### src/rtl/usbfs_pkg.sv
// Shared USB full-speed definitions: PID encodings, CRC16 constants, FSM state type and helpers.
package usbfs_pkg;

  localparam logic [3:0] PidData0 = 4'b0011;
  localparam logic [3:0] PidData1 = 4'b1011;
  localparam logic [3:0] PidAck   = 4'b0010;
  localparam logic [3:0] PidNak   = 4'b1010;
  localparam logic [3:0] PidStall = 4'b1110;

  localparam logic [15:0] Crc16Poly = 16'hA001;
  localparam logic [15:0] Crc16Init = 16'hFFFF;

  typedef enum logic [2:0] {
    StIdle,
    StFill,
    StPid,
    StData,
    StCrcLo,
    StCrcHi
  } tx_state_e;

  function automatic logic isDataPid(input logic [3:0] pid);
    return (pid == PidData0) || (pid == PidData1);
  endfunction

  // Reflected CRC16 update, one byte processed LSB-first.
  function automatic logic [15:0] crc16Upd(input logic [15:0] crc, input logic [7:0] data);
    logic [15:0] c;
    c = crc;
    for (int i = 0; i < 8; i++) begin
      if (c[0] ^ data[i]) c = (c >> 1) ^ Crc16Poly;
      else                c = c >> 1;
    end
    return c;
  endfunction

endpackage

### src/rtl/usbfs_crc16.sv
// Registered CRC16 accumulator; init has priority over enable. Shared by TX and RX paths.
module usbfs_crc16
  import usbfs_pkg::*;
(
  input  logic        clk_i,
  input  logic        rst_i,
  input  logic        init_i,
  input  logic        en_i,
  input  logic [7:0]  data_i,
  output logic [15:0] crc_o
);

  logic [15:0] crc_q;

  always_ff @(posedge clk_i) begin
    if (rst_i || init_i) crc_q <= Crc16Init;
    else if (en_i)       crc_q <= crc16Upd(crc_q, data_i);
  end

  assign crc_o = crc_q;

endmodule

### src/rtl/usbfs_tx_pkt.sv
// TX packet assembly: buffers endpoint payload and streams PID, payload and CRC16 bytes
// to the bit-level serializer.
module usbfs_tx_pkt
  import usbfs_pkg::*;
#(
  parameter int unsigned MAX_PKT = 8
) (
  input  logic                       i_clk,
  input  logic                       i_rst,
  output logic                       o_txReqReady,
  input  logic                       i_txReq,
  input  logic [3:0]                 i_txPid,
  output logic                       o_txDone,
  output logic                       o_etTxAccepted,
  input  logic                       i_etWrEn,
  input  logic [$clog2(MAX_PKT)-1:0] i_etWrIdx,
  input  logic [7:0]                 i_etWrByte,
  output logic                       o_txValid,
  input  logic                       i_txReady,
  output logic [7:0]                 o_txData,
  output logic                       o_txLast
);

  localparam int unsigned IdxW  = $clog2(MAX_PKT);
  localparam int unsigned CntW  = $clog2(MAX_PKT + 1);
  localparam int unsigned FillW = $clog2(MAX_PKT + 3);

  tx_state_e        state_q, state_d;
  logic [3:0]       pid_q, pid_d;
  logic [CntW-1:0]  nbytes_q, nbytes_d;
  logic [IdxW-1:0]  rd_idx_q, rd_idx_d;
  logic [FillW-1:0] fill_cnt_q, fill_cnt_d;
  logic             done_q, done_d;
  logic [7:0]       buf_q [MAX_PKT];
  logic [15:0]      crc;

  always_ff @(posedge i_clk) begin
    if (i_rst) begin
      state_q    <= StIdle;
      pid_q      <= '0;
      nbytes_q   <= '0;
      rd_idx_q   <= '0;
      fill_cnt_q <= '0;
      done_q     <= 1'b0;
    end else begin
      state_q    <= state_d;
      pid_q      <= pid_d;
      nbytes_q   <= nbytes_d;
      rd_idx_q   <= rd_idx_d;
      fill_cnt_q <= fill_cnt_d;
      done_q     <= done_d;
    end
  end

  // Payload storage is don't-care after reset, so it carries no reset.
  always_ff @(posedge i_clk) begin
    if (state_q == StFill && i_etWrEn) buf_q[i_etWrIdx] <= i_etWrByte;
  end

  usbfs_crc16 u_crc16 (
    .clk_i  (i_clk),
    .rst_i  (i_rst),
    .init_i (state_q == StPid),
    .en_i   (state_q == StData && i_txReady),
    .data_i (buf_q[rd_idx_q]),
    .crc_o  (crc)
  );

  // Ready is held low during the done pulse so back-to-back packets get an idle gap.
  assign o_txReqReady = (state_q == StIdle) && !done_q;
  assign o_txDone     = done_q;

  always_comb begin
    state_d        = state_q;
    pid_d          = pid_q;
    nbytes_d       = nbytes_q;
    rd_idx_d       = rd_idx_q;
    fill_cnt_d     = fill_cnt_q;
    o_txValid      = 1'b0;
    o_txLast       = 1'b0;
    o_txData       = 8'h00;
    o_etTxAccepted = 1'b0;

    case (state_q)
      StIdle: begin
        if (i_txReq && o_txReqReady) begin
          pid_d      = i_txPid;
          nbytes_d   = '0;
          fill_cnt_d = '0;
          state_d    = isDataPid(i_txPid) ? StFill : StPid;
        end
      end
      StFill: begin
        o_etTxAccepted = (fill_cnt_q == '0);
        if (i_etWrEn && nbytes_q != CntW'(MAX_PKT)) nbytes_d = nbytes_q + 1'b1;
        if (fill_cnt_q == FillW'(MAX_PKT + 1)) state_d = StPid;
        else                                   fill_cnt_d = fill_cnt_q + 1'b1;
      end
      StPid: begin
        o_txValid = 1'b1;
        o_txData  = {~pid_q, pid_q};
        o_txLast  = !isDataPid(pid_q);
        if (i_txReady) begin
          rd_idx_d = '0;
          if (!isDataPid(pid_q))    state_d = StIdle;
          else if (nbytes_q == '0)  state_d = StCrcLo;
          else                      state_d = StData;
        end
      end
      StData: begin
        o_txValid = 1'b1;
        o_txData  = buf_q[rd_idx_q];
        if (i_txReady) begin
          rd_idx_d = rd_idx_q + 1'b1;
          if (CntW'(rd_idx_q) + 1'b1 == nbytes_q) state_d = StCrcLo;
        end
      end
      StCrcLo: begin
        o_txValid = 1'b1;
        o_txData  = ~crc[7:0];
        if (i_txReady) state_d = StCrcHi;
      end
      StCrcHi: begin
        o_txValid = 1'b1;
        o_txData  = ~crc[15:8];
        o_txLast  = 1'b1;
        if (i_txReady) state_d = StIdle;
      end
      default: state_d = StIdle;
    endcase

    done_d = o_txValid && i_txReady && o_txLast;
  end

endmodule

### config.mk
export PLATFORM = sky130hd
export DESIGN_NAME = usbfs_tx_pkt
export DESIGN_NICKNAME = d
export VERILOG_FILES = /design/src/rtl/usbfs_pkg.sv /design/src/rtl/usbfs_crc16.sv /design/src/rtl/usbfs_tx_pkt.sv
export SDC_FILE = /design/constraint.sdc
export NUM_CORES = 1
export LEC_CHECK = 0
export CAP_MARGIN = 40
export CORE_MARGIN = 5
export CORE_UTILIZATION = 50
export CTS_CLUSTER_DIAMETER = 60
export CTS_CLUSTER_SIZE = 28
export DETAILED_ROUTE_END_ITERATION = 8
export GPL_TIMING_DRIVEN = 0
export PLACE_DENSITY = 0.69
export RECOVER_POWER = 100
export SYNTH_ARGS = -nofsm -noshare
export SYNTH_HDL_FRONTEND = slang
export SYNTH_SLANG_ARGS = --single-unit
### constraint.sdc
create_clock -name i_clk -period 3.1 [get_ports i_clk]
set_input_delay 0.31 -clock i_clk [delete_from_list [all_inputs] [get_ports i_clk]]
set_output_delay 0.31 -clock i_clk [all_outputs]
set_load 0.05 [all_outputs]
== Yosys cells after proc, flatten, opt, wreduce, memory -nomap -nowiden ==
Memories as Yosys holds them, arrays and structs flattened. A register that Yosys moved wholly into a read port is not among the register bits.
Cells that the tools add are included.
Cells by class
  $add $sub $neg: 4
  equal/unequal tests: 21
  mux-type cells: 48
  bitwise logic cells: 19
  reductions and logical operators: 23
Operator list (number)
  16-bit two-way mux: 22
  3-bit two-way mux: 12
  8-bit case mux with 4 select lines: 1
  2-bit inverter with 3-bit output: 8
  3-bit case mux with 6 select lines: 1
  8-bit inverter: 2
  4-bit case mux with 2 select lines: 2
  4-bit == test (second input constant): 3
  4-bit two-way mux: 3
  2-bit inequality test (second input constant): 5
  3-bit AND reduction: 3
  4-bit by 1-bit adder with 4-bit output (second input constant): 2
  4-bit by 2-bit == test with 1-bit output (second input constant): 2
  4-bit zero test: 2
  2-bit by 1-bit inequality test with 1-bit output (second input constant): 4
  1-bit bitwise XOR: 8
  1-bit logical AND: 7
  7-bit AND reduction: 1
  3-bit by 2-bit == test with 1-bit output (second input constant): 2
  3-bit == test (second input constant): 2
  3-bit case mux with 2 select lines: 1
  3-bit by 1-bit adder with 4-bit output (second input constant): 1
  4-bit == test: 1
  1-bit two-way mux: 4
  12 further kinds: 16
Word-level totals
  flip-flop bits (word level): 35
  memory bits (writable): 64
  output and inout bits: 13
  memories: 1
Memories
  buf_q: depth 8, bits a word 8, rd ports 1, clocked after memory_dff 1, write ports 1, line usbfs_tx_pkt.sv:34  | logic [7:0] buf_q [MAX_PKT];

== Logic depth before layout (Yosys ltp) ==
Gate-level depths: netlist (run 1).
  depth after elaboration: 30
  depth in mapped cells: 10
  mapped depth without buffers: 8

== By module ==
A second synthesis (run 1) with hierarchy kept.
Unflattened totals
  cells, all modules: 391
  area total of the unflattened synthesis: 4938.5 µm²
By module, submodules not included
  usbfs_tx_pkt: times used 1, cells an instance 292, area each 3947.5 µm², sequential area each 2362.3 µm²
  usbfs_crc16: times used 1, cells an instance 99, area each 991.0 µm², sequential area each 320.3 µm²

== Worst setup path before layout (run 1) ==
No wires, ideal clock.
  path type: flip-flop to output port
  from: register state_q[0]
  to: output o_etTxAccepted
  arrival time: 2.863 ns
  data required time: 2.790 ns
  path slack: -0.073 ns
  stages on the path, launching flop included: 5
  buffers on the path: 2
  cell sequence: dfxtp_1 -> clkbuf_1 -> buf_1 -> nand2_1 -> nor4b_1
On the way
  cells in the longest elaborated chain, start to end: 2
Ends and longest elaborated chain
  start: declaration: line usbfs_tx_pkt.sv:28  | tx_state_e state_q, state_d;
  start signal: assignment: line usbfs_tx_pkt.sv:39  | state_q <= StIdle;
  start signal: assignment: line usbfs_tx_pkt.sv:46  | state_q <= state_d;
  3-bit by 1-bit == test with 1-bit output: line usbfs_tx_pkt.sv:84  | case (state_q)
  1-bit two-way mux: line usbfs_tx_pkt.sv:84
  end: declaration: line usbfs_tx_pkt.sv:14  | output logic o_etTxAccepted,
No other way between the ends.

==> run metrics, run 1 <==
slew of the pin with the lowest slew margin 1.425 ns; Root Buffer clkbuf_8; critical path's slowest cell dlygate4sd2_1; Primary FF master, synth edfxtp_1; hold_buf cts 0; number of synthesized register bits 102; setup_tns 0 ns; worst path arrival time 2.66 ns; class of the most critical setup path register to primary output; cts repair resizes 6; yosys synthesis warning count 0; cell count after synthesis ~400; Worst VDD drop 342.4 uV; wire length of the first global-routing pass 15,680 um; core region area between 9000 and 10,000 um^2; origin of the critical flop-to-flop path state_q[0]; peak per-stage delay on the critical path 0.55 ns; sequential area share after synthesis 0.5627; fin nets 462; die width 107.6 um; Setup crit end kind primary output; total detailed-routing wirelength 9915 um; number of failing setup endpoints in the final timing report 0; met2 GRT Util 0.3131; max-cap viol count 0; area growth from synthesis to layout 14.33%; post-detailed-placement half-perimeter wirelength around 7000 um; fin. max-slew vios 0; port bufs 32; fraction of layout instances using a drive strength above 1 0.09751; Vert. Die Dim 107.6 um; number of buffers on the longest clock path 2; filler instances 810; vias in the first global route 3,025; synthesized area 4767 um^2; initial antenna violation count 0; number of distinct library cells after synthesis 53; pin count of the biggest net entering global routing 21; via-per-instance ratio 5.421; unrepaired setup endpoints after global routing false; buffers inserted by post-CTS timing repair 0; storage element area 2684 um^2; number of buffers inserted during clock tree synthesis 9; number of synthesized flops with an enable pin 64; critical path fanouts, max 10; power per standard cell area between 600 and 700 nW/um^2; First-pass DRT Iterations 4; FP Rows 35; Worst Path Required 2.79 ns; min-delay src u_crc16.crc_o[13]; ANT cells 0; total buffers and inverters traversed by the critical path 4; instance area after placement about 5300 um^2; total clock sinks 102; summed area of non-filler cells in the final layout 5450 um^2; drt initial violations 134; HP Class register to register; total overflow reported by the global router 0; top post-synthesis cells by area edfxtp_1 40%, dfxtp_1 16%, mux2i_1 6.1%, nand2_1 3.5%, nor2_1 2.5%; Clock Latency Late Sink about 0.37 ns; busiest metal layer after global routing met2; Initial Utilization 0.5135; All-Layer GR Usage 0.1789; Global Route met1 Usage 0.2283; achievable frequency 336.8 MHz; htree depth 3; Critical Path Start Type register; async set-reset flop share out of synthesis 0; final critical path time including I/O delays and setup slightly below 3 ns; critical path, cell by cell buf_6, buf_12, buf_4, mux2i_1, a22o_1, a211oi_2, mux2i_1, o22ai_1, dlygate4sd2_1; dominant delay contributor by cell family on the critical path buffers and inverters; synthesized netlist net count approximately 420; status finished clean; crit share post-route 0.9577; final hold violations 0; leak pwr 0.001927 uW; met3 Resource Use GR 0.03899; remaining max-slew budget at the tightest pin 0.04260; number of nets with antenna violations after routing 0; Worst Clk Skew 0.008143 ns; clock tree from TritonCTS yes; proportion of netlist area held by the largest area contributor 0.4031; clock-pin slew on the worst setup and hold paths 0.10 ns; floorplan die area 11,590 um^2; via count 3,090; Final Wtd Congestion 0.8640; synthesized area divided by synthesized cell count 12.22 um^2; Worst path most repeated cell mux2i_1; DR DRC count 0; I/O pin cnt 33; wire per inst roughly 17 um; area used by multi-input combinational logic 1941 um^2; largest area contributor in the synthesized netlist edfxtp_1
-- power by group --
group / switching [uW] / total, uW / internal (uW)
Sequential: 77.1 / 1590 / 1510
Combinational: 640 / 1040 / 398
Clock: 504 / 904 / 400
Total: 1220 / 3530 / 2310
-- logic make-up after synthesis --
logic type / Yosys count / share of synthesized area
and+or+nand+nor: 123 / 0.1215
muxes: 42 / 0.09869
DFF: 102 / 0.5627
xor gates and xnor gates: 31 / 0.07874
adders and majority gates: 6 / 0.01575
AOI/OAI and AO/OA: 61 / 0.09265
buffers and inverters: 25 / 0.02992
-- cell usage in the layout, fill, tap and decap left out, types with 4 or more instances in the layout --
master / synthesis / final
a21oi_1: 16 / 16
dfxtp_1: 38 / 37
a211oi_1: 4 / 4
xnor2_1: 12 / 12
mux2_2: 7 / 7
mux2i_1: 29 / 29
nand3_1: 13 / 13
nand4_1: 5 / 5
nand2_1: 45 / 45
clkbuf_1: 10 / 16
a22o_1: 6 / 6
nor2b_1: 4 / 4
nand2b_1: 5 / 5
nor3_1: 5 / 4
edfxtp_1: 64 / 64
nor2_1: 32 / 32
dlygate4sd3_1: 0 / 13
inv_1: 8 / 8
dlygate4sd2_1: 0 / 4
ha_1: 6 / 6
clkbuf_8: 0 / 9
clkdlybuf4s50_1: 0 / 12
xnor3_1: 5 / 5
xor2_1: 12 / 12
o22ai_1: 7 / 7
o21ai_0: 4 / 4
o211ai_1: 9 / 10
-- worst reg2reg max path, delay by kind of cell, from the launching register on --
kind	cells	cell delay, ns
AND/OR/NAND/NOR	4	1.47
AO/OA/AOI/OAI	1	0.69
flip-flops	1	0.43
XOR/XNOR	1	0.17
-- cell type report --
type	count	share of cell area
timing repair buffer	37	0.05808
clock buffer	9	0.02273
inverter	8	0.005510
buffer	15	0.01722
sequential	102	0.4924
tap	129	0.02961
multi-input combinational	263	0.3561
clock inverter	7	0.01837
-- cells in the mapped netlist (6+ instances only) --
cell      number
a22o_1         6
inv_1          8
edfxtp_1      64
o22ai_1        7
xnor2_1       12
nand3_1       13
nand2_1       45
mux2_2         7
ha_1           6
a21oi_1       16
dfxtp_1       38
nor2_1        32
clkbuf_1      10
mux2i_1       29
xor2_1        12
o211ai_1       9
-- layer usage --
| metal | vias up | part of all wire |
|---|---|---|
| li1 | 1521 | - |
| met1 | 1495 | 0.44 |
| met2 | 63 | 0.51 |
| met3 | 11 | 0.042 |
| met4 | 0 | 0.010 |
| met5 | - | 0 |
-- final timing paths --
kind	end	slack, ns	cells past startpoint
worst max-delay path	o_txData[0]	0.13	9
worst min-delay path	u_crc16.crc_o[13]	0.49	2
worst max register to register	nbytes_q[3]	0.25	6
worst min register to register	u_crc16.crc_o[13]	0.49	2
-- per-stage QoR --
stage	std cells	setup WS, ns	total power, uW	utilization	hold slack, ns
5_1_grt	570	0.02128	3703	0.5871	0.5129
2_1_floorplan	390	0.2999	2398	-	0.4089
4_1_cts	571	0.03653	3582	0.5943	0.4920
3_3_place_gp	551	-0.3697	2681	0.5660	0.4735
3_5_place_dp	556	-0.008234	2700	0.5712	0.4776
6_report	570	0.1312	3527	0.5871	0.4897
-- state kept, by name, indices dropped and copies added (netlist names), named ones only --
signal         flops
rd_idx_q           3
o_txDone           1
pid_q              4
state_q            3
fill_cnt_q         4
buf_q             64
nbytes_q           4
u_crc16.crc_o     16
No activity file was read; power rests on OpenSTA's default activity.
==> run 2: changes to the inputs <==
--- a/config.mk
+++ b/config.mk
@@ -13,7 +13,7 @@
 export DETAILED_ROUTE_END_ITERATION = 8
 export GPL_TIMING_DRIVEN = 0
 export PLACE_DENSITY = 0.69
-export RECOVER_POWER = 100
+export SLEW_MARGIN = 20
 export SYNTH_ARGS = -nofsm -noshare
 export SYNTH_HDL_FRONTEND = slang
 export SYNTH_SLANG_ARGS = --single-unit
==> run 2 against run 1 <==
Against the previous run:
- fmax increased by 2.1%
- clock power fell by 12%
- non-clock buffer count rose by 2
- via count increased by 0.36%
- flip-flop and latch count unchanged
- worst hold slack worse by 0.00097 ns
- final cell count is 0.35% higher
- count of clock-buffer cells in the layout grew 1
- final area up 0.76%
- worst setup slack better by 0.060 ns
- critical path depth decreased by 2
- die area is the same
==> run metrics, run 2 (same netlist as run 1, synthesis figures left out) <==
wire length of the first global-routing pass 15,700 um (was 15,680 um); Worst path most repeated cell nand2_1 (was mux2i_1); most common cell after layout, fill and taps aside edfxtp_1 (unchanged); First-pass DRT Iterations 4 (unchanged); floorplan die area 11,590 um^2 (unchanged); area growth from synthesis to layout 15.20% (was 14.33%); clock-pin slew on the worst setup and hold paths 0.10 ns (about the same); wire per inst 17.19 um (was 17.39 um); WHS Endpoint u_crc16.crc_o[13] (unchanged); Clock Latency Late Sink 0.36 ns (was 0.37 ns); drt initial violations 184 (was 134); Final Wtd Congestion 0.8640 (unchanged); Root Buffer clkbuf_8 (unchanged); final hold violations 0 (unchanged); worst path arrival time 2.60 ns (was 2.66 ns); FP Rows 35 (unchanged); summed area of non-filler cells in the final layout 5492 um^2 (was 5450 um^2); HP Class register to register (unchanged); via-per-instance ratio 5.421 (about the same); total clock sinks 102 (unchanged); max-cap viol count 0 (unchanged); unrepaired setup endpoints after global routing false (unchanged); I/O pin cnt 33 (unchanged); All-Layer GR Usage 0.1783 (was 0.1789); status finished clean (unchanged); critical path fanouts, max 10 (unchanged); critical path's slowest cell clkdlybuf4s50_1 (was dlygate4sd2_1); total net switching power 1200 uW (was 1221 uW); clock tree from TritonCTS yes (unchanged); leading cell types in the layout, fill and taps excluded 64 x edfxtp_1, 45 x nand2_1, 37 x dfxtp_1 (unchanged); Initial Utilization 0.5135 (unchanged); achievable frequency 343.7 MHz (was 336.8 MHz); total detailed-routing wirelength 9833 um (was 9915 um); slew of the pin with the lowest slew margin 0.8024 ns (was 1.425 ns); Critical R2R Capture u_crc16.crc_o[0] (was nbytes_q[3]); vias in the first global route 3,043 (was 3,025); worst hold path cell count 2 (unchanged); post-detailed-placement half-perimeter wirelength 7332 um (was 7177 um); Worst Clk Skew 0.009725 ns (was 0.008143 ns); DR DRC count 0 (unchanged); pin count of the biggest net entering global routing 20 (was 21); remaining max-slew budget at the tightest pin 0.4631 (was 0.04260); htree depth 3 (unchanged); cell total after placement 558 (was 556); crit share post-route 0.9384 (was 0.9577); clock network power share 0.230 (was 0.256); sequential group share of total power 0.460 (was 0.449); number of buffers inserted during clock tree synthesis 9 (unchanged); Worst VDD drop 435.9 uV (was 342.4 uV); Internal Power 2248 uW (was 2306 uW); power per standard cell area 627.8 nW/um^2 (was 647.1 nW/um^2); max reg flops 64 (unchanged); die width 107.6 um (unchanged); logic gate share of total power 0.310 (was 0.294); initial antenna violation count 0 (unchanged); via count 3,101 (was 3,090); instance area after placement 5318 um^2 (was 5303 um^2); Final Core Density 0.5915 (was 0.5871); leak pwr 0.001983 uW (was 0.001927 uW); Worst Path Required 2.79 ns (about the same); fin. max-slew vios 0 (unchanged); register with the highest flop count buf_q (unchanged); internal reg-to-reg setup slack 0.35 ns (was 0.25 ns); critical path, cell by cell buf_6, nand2_1, o22ai_1, a221o_1, nand2_1, a22o_1, clkdlybuf4s50_1 (was buf_6, buf_12, buf_4, mux2i_1, a22o_1, a211oi_2, mux2i_1, o22ai_1, dlygate4sd2_1); peak per-stage delay on the critical path 0.79 ns (was 0.55 ns); Setup crit end kind primary output (unchanged); core region area 9284 um^2 (unchanged); Critical Path Start Type register (unchanged); class of the most critical setup path register to primary output (unchanged); Post-Layout Cell Count 572 (was 570); fin nets 464 (was 462); fraction of power spent switching nets 0.3479 (was 0.3463); hold_buf cts 0 (unchanged); Worst Reg2Reg Path Length in Cells 8 (was 6); fraction of layout instances using a drive strength above 1 0.1196 (was 0.09751); Vert. Die Dim 107.6 um (unchanged); number of failing setup endpoints in the final timing report 0 (unchanged); number of nets with antenna violations after routing 0 (unchanged); port bufs 32 (unchanged); min-delay src u_crc16.crc_o[13] (unchanged); number of buffers on the longest clock path 2 (unchanged); ANT cells 0 (unchanged); final critical path time including I/O delays and setup 2.909 ns (was 2.969 ns); total overflow reported by the global router 0 (unchanged)
-- run 2: changes by cell type in the layout (fill, tap and decap cells not counted), moves of 6 or more --
cell	before	now
buf_4	1	7
clkbuf_1	16	9
clkdlybuf4s50_1	12	24
dlygate4sd3_1	13	0
-- run 2: through the flow --
step                      setup WS, ns  setup TNS (ns)  power, uW  hold WS, ns
after CTS                      0.07719               0       3469       0.4921
final                           0.1908               0       3448       0.4887
after global placement         -0.3697          -4.063       2681       0.4735
after floorplan                 0.2999               0       2398       0.4089
after detailed placement       0.02002               0       2700       0.4785
after global routing           0.04234               0       3617       0.5133
-- run 2: worst max-delay path by stage --
stage	start	end	slack, ns
2_1_floorplan	state_q[2]	fill_cnt_q[3]	0.30
3_3_place_gp	state_q[0]	buf_q[0][1]	-0.37
3_5_place_dp	state_q[0]	o_etTxAccepted	0.02
4_1_cts	register	o_txData[2]	0.08
5_1_grt	register	o_txData[5]	0.04
6_report	register	o_txData[5]	0.19
-- run 2: power by group through the flow --
| stage | Sequential [uW] | Combinational [uW] | Clock [uW] |
|---|---|---|---|
| after global placement | 1600 | 1080 | 0 |
| after floorplan | 1590 | 811 | 0 |
| final | 1590 | 1070 | 793 |
| after detailed placement | 1610 | 1090 | 0 |
| after CTS | 1580 | 1070 | 814 |
| after global routing | 1600 | 1150 | 873 |
-- run 2: cell type report --
| class | count | area (um^2) |
|---|---|---|
| clock inverters | 6 | 57.56 |
| well taps | 129 | 161.4 |
| plain buffers | 15 | 106.4 |
| inverters | 8 | 30.03 |
| flip-flops and latches | 102 | 2684 |
| repair buffers | 39 | 366.6 |
| clock buffers | 10 | 127.6 |
| fillers | 808 | 3792 |
| multi-input cells | 263 | 1958 |
-- run 2: repair_timing --
action / CTS / global route
gates cloned: 0 / 0
pin swaps: 0 / 0
endpoints found under the hold margin: 0 / 0
endpoints found under the setup margin: 8 / 5
setup buffers: 0 / 0
resized for setup: 7 / 5
-- run 2: routing by layer --
metal,GRT usage,share of wire
met5,0,0
met4,0.04509,0.011
met3,0.03779,0.041
met2,0.3091,0.51
met1,0.2273,0.44
-- run 2: worst max-delay path, delay by kind of cell, from the launching register on --
family / cells / cell delay, ns
DFF: 1 / 0.34
and+or+nand+nor: 2 / 0.33
AOI/OAI and AO/OA: 3 / 0.61
buffers and inverters: 2 / 0.94
==> run 3: changes to the inputs <==
--- a/config.mk
+++ b/config.mk
@@ -6,7 +6,7 @@
 export NUM_CORES = 1
 export LEC_CHECK = 0
 export CAP_MARGIN = 40
-export CORE_MARGIN = 5
+export CORE_MARGIN = 4
 export CORE_UTILIZATION = 50
 export CTS_CLUSTER_DIAMETER = 60
 export CTS_CLUSTER_SIZE = 28
==> run 3 against run 2 <==
Against the previous run:
- combinational power barely moved
- count of clock-buffer cells in the layout is 1 higher
- critical path depth fell by 2
- worst setup slack got worse by 0.072 ns
- clock skew grew 0.0023 ns
- sequential share of layout area is 0.37 points lower
- critical path type unchanged
- highest routed layer unchanged
==> run metrics, run 3 (same netlist as run 1, synthesis figures left out) <==
fraction of layout instances using a drive strength above 1 0.1211 (was 0.1196); Vert. Die Dim 105.6 um (was 107.6 um); hold_buf cts 0 (unchanged); slew of the pin with the lowest slew margin 0.6016 ns (was 0.8024 ns); critical path's slowest cell clkdlybuf4s50_1 (unchanged); Worst Path Required 2.79 ns (about the same); worst hold slack 0.5015 ns (was 0.4887 ns); number of failing setup endpoints in the final timing report 0 (unchanged); fin nets 467 (was 464); wire per inst 17.70 um (was 17.19 um); floorplan die area 11,160 um^2 (was 11,590 um^2); unrepaired setup endpoints after global routing false (unchanged); overall power of the completed layout 3526 uW (was 3448 uW); Worst Clk Skew 0.01206 ns (was 0.009725 ns); DR DRC count 0 (unchanged); final hold violations 0 (unchanged); register with the highest flop count buf_q (unchanged); FP Rows 35 (unchanged); power per standard cell area 637.5 nW/um^2 (was 627.8 nW/um^2); die width 105.6 um (was 107.6 um); peak per-stage delay on the critical path 0.80 ns (was 0.79 ns); post-route met1 wirelength 4342 um (was 4347 um); met2 routed WL 5134 um (was 4981 um); critical path, cell by cell clkbuf_2, buf_2, mux2i_1, a22o_1, clkdlybuf4s50_1 (was buf_6, nand2_1, o22ai_1, a221o_1, nand2_1, a22o_1, clkdlybuf4s50_1); leading cell types in the layout, fill and taps excluded 64 x edfxtp_1, 45 x nand2_1, 38 x dfxtp_1 (was 64 x edfxtp_1, 45 x nand2_1, 37 x dfxtp_1); remaining max-slew budget at the tightest pin 0.5975 (was 0.4631); internal reg-to-reg setup slack 0.32 ns (was 0.35 ns); number of buffers on the longest clock path 2 (unchanged); via-per-instance ratio 5.570 (was 5.421); fin. max-slew vios 0 (unchanged); drt initial violations 124 (was 184); class of the most critical setup path register to primary output (unchanged); I/O pin cnt 33 (unchanged); pin count of the biggest net entering global routing 18 (was 20); buffers inserted by post-CTS timing repair 0 (unchanged); core region area 9240 um^2 (was 9284 um^2); Setup crit end kind primary output (unchanged); htree depth 3 (unchanged); Critical Path Start Type register (unchanged); final critical path time including I/O delays and setup 2.981 ns (was 2.909 ns); clock tree from TritonCTS yes (unchanged); vias in the first global route 3,078 (was 3,043); critical path depth 5 (was 7); via count 3,203 (was 3,101); initial antenna violation count 0 (unchanged); post-detailed-placement half-perimeter wirelength 7376 um (was 7332 um); wire length of the first global-routing pass 16,140 um (was 15,700 um); area growth from synthesis to layout 16.01% (was 15.20%); worst hold path cell count 2 (unchanged); total length of routed met3 wires 551 um (was 400 um); Worst Reg2Reg Path Length in Cells 7 (was 8); highest routing layer actually used met4 (unchanged); First-pass DRT Iterations 5 (was 4); filler instances 759 (was 808); number of nets with antenna violations after routing 0 (unchanged); critical path fanouts, max 10 (unchanged); port bufs 32 (unchanged); number of buffers inserted during clock tree synthesis 9 (unchanged); dominant delay contributor by cell family on the critical path buffers and inverters (unchanged); Final Wtd Congestion 0.8472 (was 0.8640); total clock sinks 102 (unchanged); setup_tns 0 ns (unchanged); total buffers and inverters traversed by the critical path 3 (was 2); achievable frequency 335.5 MHz (was 343.7 MHz); leak pwr 0.002036 uW (was 0.001983 uW); HP Class register to register (unchanged); total detailed-routing wirelength 10,180 um (was 9833 um); worst path arrival time 2.67 ns (was 2.60 ns); Worst VDD drop 542.1 uV (was 435.9 uV); status finished clean (unchanged); max-cap viol count 0 (unchanged); clock-pin slew on the worst setup and hold paths 0.10 ns (about the same); most common cell after layout, fill and taps aside edfxtp_1 (unchanged); Initial Utilization 0.5159 (was 0.5135); max reg flops 64 (unchanged); All-Layer GR Usage 0.1889 (was 0.1783); Clock Latency Late Sink 0.38 ns (was 0.36 ns); ANT cells 0 (unchanged); crit share post-route 0.9616 (was 0.9384); total overflow reported by the global router 0 (unchanged); Root Buffer clkbuf_8 (unchanged)
-- run 3: changes by cell type in the layout (fill, tap and decap cells not counted), moves of 2 or more --
| cell | previous run | this run |
|---|---|---|
| dlygate4sd2_1 | 5 | 3 |
| inv_8 | 2 | 0 |
| dlymetal6s2s_1 | 2 | 5 |
| clkbuf_1 | 9 | 11 |
-- run 3: path summary, 6_finish.rpt --
check	startpoint	endpoint
setup reg to reg	register	u_crc16.crc_o[0]
setup / recovery	state_q[0]	o_txData[4]
hold reg to reg	u_crc16.crc_o[12]	u_crc16.crc_o[12]
hold / removal	u_crc16.crc_o[12]	u_crc16.crc_o[12]
-- run 3: cell type report --
cell class	instances	area [um^2]	share of cell area
clock buffers	11	131.4	0.02376
repair buffers	40	384.1	0.06946
multi-input cells	263	1962	0.3548
flip-flops and latches	102	2683	0.4851
well taps	129	161.4	0.02919
clock inverters	5	63.81	0.01154
plain buffers	17	115.1	0.02081
inverters	8	30.03	0.005430
-- run 3: power by group --
part | switching, uW | total [uW] | leakage [uW] | internal [uW]
Combinational | 658 | 1090 | 0.00106 | 434
Sequential | 66.6 | 1570 | 0.000884 | 1510
Clock | 477 | 860 | 0.0000949 | 383
-- run 3: routing by layer --
layer / global-route usage / vias to the layer above
met5: 0 / -
met2: 0.3247 / 103
met1: 0.2343 / 1553
li1: - / 1534
met4: 0.04810 / 0
met3: 0.05389 / 13
-- run 3: per-stage QoR --
step,utilization,instance area (um^2),instances,setup slack (ns)
2_1_floorplan,-,4773,390,0.2999
3_3_place_gp,0.5687,5255,551,-0.3077
3_5_place_dp,0.5747,5310,557,0.03393
4_1_cts,0.5959,5507,573,0.001905
5_1_grt,0.5985,5530,575,0.02197
6_report,0.5985,5530,575,0.1190
-- run 3: worst reg2reg max path, cell delays in order (launching register included) --
cell	delay [ns]
dfxtp_1	0.32
buf_2	0.21
and2b_1	0.30
a221o_1	0.43
xor2_1	0.45
xor3_2	0.49
xnor3_1	0.37
a21oi_1	0.14
-- run 3: timing repair --
action	in CTS	in global routing
resized for setup	7	7
setup endpoints to repair	8	6
cloned	0	0
